[src/rtl/uart_pkg.sv]
// rtl/uart_pkg.sv - shared UART frame states, parity modes and bit timing helper
package uart_pkg;

  typedef enum logic [2:0] {
    ST_IDLE,
    ST_START,
    ST_DATA,
    ST_PARITY,
    ST_STOP
  } uart_state_e;

  localparam int PARITY_NONE = 0;
  localparam int PARITY_ODD  = 1;
  localparam int PARITY_EVEN = 2;

  function automatic int cycles_per_bit(input int half_period);
    return 2 * half_period;
  endfunction

endpackage

[src/rtl/uart_bit_timer.sv]
// rtl/uart_bit_timer.sv - bit-slot counter producing end-of-bit and mid-bit strobes
module uart_bit_timer
  import uart_pkg::*;
#(
  parameter int p_BITSLOT_HALF_PERIOD = 1
) (
  input  logic i_clk,
  input  logic i_rst_n,
  input  logic i_restart,
  output logic o_bit_end,
  output logic o_bit_mid
);

  localparam int CYCLES = cycles_per_bit(p_BITSLOT_HALF_PERIOD);
  localparam int CNT_W  = ($clog2(CYCLES) < 1) ? 1 : $clog2(CYCLES);
  localparam logic [CNT_W-1:0] LAST = CNT_W'(CYCLES - 1);
  localparam logic [CNT_W-1:0] MID  = CNT_W'(p_BITSLOT_HALF_PERIOD - 1);

  logic [CNT_W-1:0] cnt;

  // Restart realigns the slot so the cycle after a restart is slot cycle 0.
  always_ff @(posedge i_clk) begin
    if (!i_rst_n || i_restart) begin
      cnt <= '0;
    end else if (cnt == LAST) begin
      cnt <= '0;
    end else begin
      cnt <= cnt + 1'b1;
    end
  end

  assign o_bit_end = (cnt == LAST);
  assign o_bit_mid = (cnt == MID);

endmodule

[src/rtl/uart_tx.sv]
// rtl/uart_tx.sv - UART transmitter: valid/ready word in, LSB-first serial frame out
module uart_tx
  import uart_pkg::*;
#(
  parameter int p_BITSLOT_HALF_PERIOD = 1,
  parameter int p_DATA_BITS           = 8,
  parameter int p_STOP_BITS           = 1,
  parameter int p_PARITY              = 0
) (
  input  logic                   i_clk,
  input  logic                   i_rst_n,
  input  logic [p_DATA_BITS-1:0] i_data,
  input  logic                   i_valid,
  output logic                   o_ready,
  output logic                   o_tx,
  output logic                   o_busy
);

  localparam int IDX_MAX = (p_DATA_BITS > p_STOP_BITS) ? p_DATA_BITS : p_STOP_BITS;
  localparam int IDX_W   = $clog2(IDX_MAX + 1);

  generate
    if (p_PARITY != PARITY_NONE && p_PARITY != PARITY_ODD && p_PARITY != PARITY_EVEN) begin : g_bad_parity
      $error("uart_tx: p_PARITY must be 0, 1 or 2");
    end
    if (p_DATA_BITS < 1 || p_DATA_BITS > 16) begin : g_bad_data_bits
      $error("uart_tx: p_DATA_BITS must be in 1..16");
    end
    if (p_STOP_BITS < 1) begin : g_bad_stop_bits
      $error("uart_tx: p_STOP_BITS must be at least 1");
    end
  endgenerate

  uart_state_e            state, state_next;
  logic [p_DATA_BITS-1:0] shift, shift_next;
  logic [IDX_W-1:0]       idx;
  logic                   par_bit;
  logic                   tx_next;
  logic                   bit_end;
  logic                   timer_mid_unused;
  logic                   accept;
  logic                   last_data;
  logic                   last_stop;

  assign accept    = i_valid && o_ready;
  assign last_data = (idx == IDX_W'(p_DATA_BITS - 1));
  assign last_stop = (idx == IDX_W'(p_STOP_BITS - 1));

  uart_bit_timer #(
    .p_BITSLOT_HALF_PERIOD(p_BITSLOT_HALF_PERIOD)
  ) u_bit_timer (
    .i_clk    (i_clk),
    .i_rst_n  (i_rst_n),
    .i_restart(accept),
    .o_bit_end(bit_end),
    .o_bit_mid(timer_mid_unused)
  );

  always_ff @(posedge i_clk) begin
    if (!i_rst_n) begin
      state <= ST_IDLE;
    end else begin
      state <= state_next;
    end
  end

  always_comb begin
    state_next = state;
    case (state)
      ST_IDLE:   if (accept) state_next = ST_START;
      ST_START:  if (bit_end) state_next = ST_DATA;
      ST_DATA:   if (bit_end && last_data)
                   state_next = (p_PARITY == PARITY_NONE) ? ST_STOP : ST_PARITY;
      ST_PARITY: if (bit_end) state_next = ST_STOP;
      ST_STOP:   if (bit_end && last_stop) state_next = accept ? ST_START : ST_IDLE;
      default:   state_next = ST_IDLE;
    endcase
  end

  // Line level is derived from the next state so o_tx can be registered without lag.
  always_comb begin
    o_ready    = (state == ST_IDLE) || (state == ST_STOP && bit_end && last_stop);
    shift_next = shift;
    if (accept) begin
      shift_next = i_data;
    end else if (state == ST_DATA && bit_end) begin
      shift_next = shift >> 1;
    end
    case (state_next)
      ST_START:  tx_next = 1'b0;
      ST_DATA:   tx_next = shift_next[0];
      ST_PARITY: tx_next = par_bit;
      default:   tx_next = 1'b1;
    endcase
  end

  always_ff @(posedge i_clk) begin
    if (!i_rst_n) begin
      shift   <= '0;
      idx     <= '0;
      par_bit <= 1'b0;
      o_tx    <= 1'b1;
      o_busy  <= 1'b0;
    end else begin
      shift  <= shift_next;
      o_tx   <= tx_next;
      o_busy <= (state_next != ST_IDLE);
      if (accept) begin
        par_bit <= (p_PARITY == PARITY_ODD) ? ~^i_data : ^i_data;
      end
      if (state_next != state) begin
        idx <= '0;
      end else if (bit_end && (state == ST_DATA || state == ST_STOP)) begin
        idx <= idx + 1'b1;
      end
    end
  end

endmodule
[config.mk]
export PLATFORM = sky130hd
export DESIGN_NAME = uart_tx
export DESIGN_NICKNAME = d
export VERILOG_FILES = /design/src/rtl/uart_pkg.sv /design/src/rtl/uart_bit_timer.sv /design/src/rtl/uart_tx.sv
export SDC_FILE = /design/constraint.sdc
export NUM_CORES = 1
export LEC_CHECK = 0
export CAP_MARGIN = 20
export CELL_PAD_IN_SITES_DETAIL_PLACEMENT = 1
export CELL_PAD_IN_SITES_GLOBAL_PLACEMENT = 2
export CORE_AREA = 2 2 61 63
export DETAILED_ROUTE_END_ITERATION = 10
export DIE_AREA = 0 0 63 65
export PLACE_DENSITY_LB_ADDON = 0.1
export SETUP_SLACK_MARGIN = 0.05
export SLEW_MARGIN = 10
export SYNTH_ARGS = -nofsm -noshare
export SYNTH_HDL_FRONTEND = slang
export SYNTH_HIERARCHICAL = 1
export SYNTH_SLANG_ARGS = --single-unit
export TNS_END_PERCENT = 20
[constraint.sdc]
create_clock -name i_clk -period 2.06 [get_ports i_clk]
set_clock_uncertainty 0.2 [all_clocks]
set_input_delay 0.206 -clock i_clk [delete_from_list [all_inputs] [get_ports i_clk]]
set_output_delay 0.206 -clock i_clk [all_outputs]
set_load 0.1 [all_outputs]
==> results.md, run 1 <==
* Status: finished clean
* Synth Warn # at 6
* Clock Latency Late Sink at 0.30 ns
* Critical Path End Type: output port
* Final Hold Viols at 0
* Pwr Density at 756 nW/µm²
* Slowest-stage cell, CP: dfxtp_2
* Area Overhead vs Synth at 23.1%
* VDD IR max at 0.324 mV
* Starting density of the core at 31.9%
* Die W at 63 µm
* All-layer global routing usage at 13.6%
* Final Max Slew Viols at 0
* Slew HR at 73.2%
* Cells after Synth at 113
* Vias in the first global route at 967
* Vias/cell at 4.96
* Fraction of layout cells with a size suffix above 1 at 22.1%
* Tcrit/Tclk final at 95.3%
* Pwr Total at 0.00104 W
* Overflow after GRT at 0
* Initial antenna violation count at 0
* Total die area at 4100 µm²
* Slew @ Worst Pin at 0.402 ns
* Die height at 65 µm
* Worst-case clock buffer depth at 2
* Clk slew on worst S/H paths at 0.11 ns
* Slowest stage delay, CP at 0.36 ns
* Max_cap viols at 0
* DR WL met3 at 45 µm
* DR WL/cell at 13.4 µm
* Syn Std Cell Area at 1120 µm²
* Worst Hold Class: reg -> reg
* Nets at 145
* Site Rows at 22
* Most frequent cells in the layout: dfxtp_1, xnor2_1, clkdlybuf4s50_1, nand2_1, buf_4
* Util after Layout at 39.3%
* Port Buffers at 13
* Syn Nets at 126
* Worst path cell trace: inv_1 > ha_1 > and4bb_2 > nor2_4 > nor3_4 > buf_12
* Root buf cell: clkbuf_4
* CTS Hold Bufs at 0
* Worst path required time at 1.65 ns
* Met2 WL at 1250 µm
* Largest net degree at the start of global routing at 16
* Via count at 887
* DRT iter0 DRCs at 38
* LEAKAGE at 0.539 nW
* RePlAce Congestion at 0.759
* Clock sink count at 19
* CTS tree: built
* Core Region at 3500 µm²
* Final wirelength at 2390 µm
* Final setup viols at 0
* Minimum clock period at 1.96 ns
* # fillers at 414
* # DRC at 0
* Startpoint Class: flop
* DRT Pass-1 Iters at 3
* IO Pins at 14
* Syn avg cell area at 9.88 µm²
* Diode count at 0
* Top sig layer: met4
* Setup tns final at 0 ns
* Most common cell after layout, fill and taps aside: dfxtp_1
* CTS buffer count at 3
* Arrival time of the worst setup path at 1.56 ns
* DP HPWL at 1830 µm
* H-Tree Depth at 1
* First-pass GRT wire length at 4310 µm
* Post-route ant nets at 0
* RSZ-0062 raised after global routing: true
* Critical path class: reg -> out
* Max Fclk at 509 MHz
* CP max FO at 4
* Metal-1 WL at 1060 µm
flip-flops by register name, summed over array words and instances (netlist names):
name / cells
idx: 4
par_bit: 1
state: 3
o_busy: 1
shift: 8
o_tx: 1
u_bit_timer/o_bit_end: 1
final timing paths:
check / to / depth (start not counted) / slack (ns) / from
max: o_ready / 6 / 0.1 / idx[0]
min: shift[7] / 2 / 0.30 / shift[7]
max reg2reg: shift[4] / 8 / 0.16 / idx[0]
min reg2reg: shift[7] / 2 / 0.30 / shift[7]
power by group:
| group | internal (W) | total, W | switching, W |
|---|---|---|---|
| sequential | 0.000408 | 0.000439 | 0.0000307 |
| clock | 0.0000755 | 0.000193 | 0.000118 |
| combinational | 0.000176 | 0.000406 | 0.000230 |
routing by layer:
| layer | vias up | global-route usage [%] |
|---|---|---|
| met5 | - | 0 |
| met4 | 0 | 6.67 |
| met3 | 4 | 1.56 |
| met2 | 11 | 25.8 |
| met1 | 430 | 14.8 |
| li1 | 442 | - |
area by class of cell:
type / instances / area (µm²) / share of cell area (%)
Multi-Input combinational cell: 83 / 687 / 50.0
Timing Repair Buffer: 21 / 203 / 14.8
Inverter: 4 / 15.0 / 1.09
Sequential cell: 19 / 383 / 27.9
Clock buffer: 4 / 26.3 / 1.91
Tap cell: 48 / 60.1 / 4.37
what timing repair did:
| item | in CTS | in global routing |
|---|---|---|
| pin swaps | 0 | 0 |
| buffers inserted | 1 | 0 |
| gates resized for setup | 3 | 5 |
| endpoints found under the setup margin | 1 | 10 |
per-stage QoR:
stage | setup slack (ns) | area (µm²) | std cells | hold slack (ns)
floorplan | 0.0361 | 1130 | 113 | 0.134
global placement | 0.195 | 1320 | 174 | 0.269
detailed placement | 0.136 | 1320 | 174 | 0.285
CTS | 0.0804 | 1360 | 179 | 0.304
global route | -0.0127 | 1370 | 179 | 0.322
finish | 0.0972 | 1370 | 179 | 0.297
worst max-delay path, delay by kind of cell, from the launching register on:
kind	cells	cell delay [ns]
DFF	1	0.36
and+or+nand+nor	3	0.51
buffers and inverters	2	0.26
adders and majority gates	1	0.13
(Power assumes the default switching activity.)
==> inputs of run 2 (changes only) <==
- HOLD_SLACK_MARGIN: default -> 0.1
==> results of run 2 <==
Same layout as run 1: the final DEF is identical, and so are final timing and power.
==> inputs of run 3 (changes only) <==
- CORE_AREA: 2 2 61 63 -> 2 2 58 60
- DIE_AREA: 0 0 63 65 -> 0 0 60 62
- DONT_BUFFER_PORTS: default -> 1
==> run 3 against run 2 <==
  * Cell count shrank 2.2%
  * Combinational power shrank 4%
  * Count of clock-buffer cells in the layout shrank 1
  * Fmax grew 1.2%
  * Cell area shrank 1.9%
  * First-iteration DRC count shrank 16%
  * Largest cell class unchanged
==> results.md, run 3 (synthesized netlist as in run 1, its figures left out) <==
* Setup tns final at 0 ns
* Root buf cell: clkbuf_4
* Final Hold Viols at 0
* Vias in the first global route at 914
* Post-route ant nets at 0
* Worst Hold Class: in -> reg
* Site Rows at 21
* First-pass GRT wire length at 4110 µm
* Tcrit/Tclk final at 94.1%
* Status: finished clean
* Port Buffers at 0
* Pwr Density at 746 nW/µm²
* Biggest register: shift
* Most frequent cells in the layout: dfxtp_1, xnor2_1, dlygate4sd3_1, nand2_1
* IO Pins at 14
* Nets at 143
* DR WL/cell at 13.4 µm
* Final wirelength at 2340 µm
* Delay-heaviest family, CP: simple AND/OR/NAND/NOR gates
* CP Buf/Inv Count at 2
* Final Max Slew Viols at 0
* VDD IR max at 0.271 mV
* Clock Latency Late Sink at 0.30 ns
* CP max FO at 4
* Total die area at 3720 µm²
* H-Tree Depth at 1
* Clock sink count at 19
* All-layer global routing usage at 14.6%
* Largest register FFs at 8
* Minimum clock period at 1.94 ns
* Clk slew on worst S/H paths at 0.12 ns
* Diode count at 0
* RSZ-0062 raised after global routing: true
* Critical Path End Type: output port
* CTS tree: built
* Top Registers: shift x8, idx x4, state x3
* Vias/cell at 4.94
* Slowest-stage cell, CP: dfxtp_2
* Worst-case clock buffer depth at 2
* Util after Layout at 42.4%
* Worst path required time at 1.65 ns
* Critical path class: reg -> out
* Largest net degree at the start of global routing at 17
* Area Overhead vs Synth at 20.7%
* Die W at 60 µm
* CTS buffer count at 3
* Via count at 864
* # DRC at 0
* Slew HR at 63.4%
* Overflow after GRT at 0
* DP HPWL at 1760 µm
* Starting density of the core at 35.1%
* RePlAce Congestion at 0.776
* Slowest stage delay, CP at 0.35 ns
* Most common cell after layout, fill and taps aside: dfxtp_1
* Worst setup margin at 0.121 ns
* Pre-CTS setup slack at 0.173 ns
* Instance area at placement at 1210 µm²
* Final setup viols at 0
* LEAKAGE at 0.534 nW
* Fraction of layout cells with a size suffix above 1 at 19.4%
* Max_cap viols at 0
* DRT iter0 DRCs at 32
* Arrival time of the worst setup path at 1.53 ns
* Worst hold slack at 0.125 ns
* Max Fclk at 516 MHz
* DRT Pass-1 Iters at 2
* Worst path cell trace: inv_1 > ha_1 > and4bb_4 > nor2_4 > nor3_4 > buf_12
* Core Region at 3180 µm²
* Startpoint Class: flop
* Post-route cell area at 1350 µm²
* Die height at 62 µm
* Slew @ Worst Pin at 0.547 ns
* Initial antenna violation count at 0
## run 3: cell types whose count changed in the layout (fill, tap and decap cells not counted), sizes merged
| cell | previous run | this run |
|---|---|---|
| clkbuf | 4 | 3 |
| clkinv | 0 | 1 |
| dlygate4sd3 | 0 | 10 |
| buf | 11 | 9 |
| clkdlybuf4s50 | 10 | 0 |
## run 3: final cells by class
cell class                 count  area, µm²
fill                         376       1830
tap                           46       57.6
sequential                    19        382
timing repair buffer          19        180
multi-input combinational     83        686
clock inverter                 1       5.00
inverter                       4       15.0
clock buffer                   3       22.5
## run 3: path summary, 6_finish.rpt
check | to | slack, ns | cells after the start | startpoint
hold reg to reg | shift[7] | 0.31 | 2 | shift[7]
setup reg to reg | shift[7] | 0.27 | 7 | idx[0]
setup / recovery | o_ready | 0.12 | 6 | idx[0]
hold / removal | par_bit | 0.13 | 4 | i_data[7]
## run 3: through the flow
stage               total power (W)  instances
floorplan                  0.000733        113
global placement           0.000803        161
detailed placement         0.000811        161
CTS                         0.00103        175
global route                0.00107        175
finish                      0.00101        175
## run 3: timing repair
item	CTS	global route
setup endpoints to repair	1	2
buffers inserted	0	0
hold buffers	10	0
endpoints found under the hold margin	19	0
resized for setup	3	1
## run 3: worst min-delay path: cells and delay by family
family / cells / cell delay (ns)
xor gates and xnor gates: 3 / 0.33
AOI/OAI and AO/OA: 1 / 0.06
## run 3: where the power goes
group | internal (W) | total (W) | switching, W
clock | 0.0000722 | 0.000188 | 0.000116
sequential | 0.000408 | 0.000429 | 0.0000204
combinational | 0.000161 | 0.000389 | 0.000228
total | 0.000641 | 0.00101 | 0.000364
## run 3: layer usage
metal / vias up / global-route usage [%] / wire length, µm
met2: 12 / 25.8 / 1200
met4: 0 / 5.71 / 19
met1: 414 / 17.8 / 1060
li1: 436 / - / -
met5: - / 0 / 0
met3: 2 / 2.28 / 71
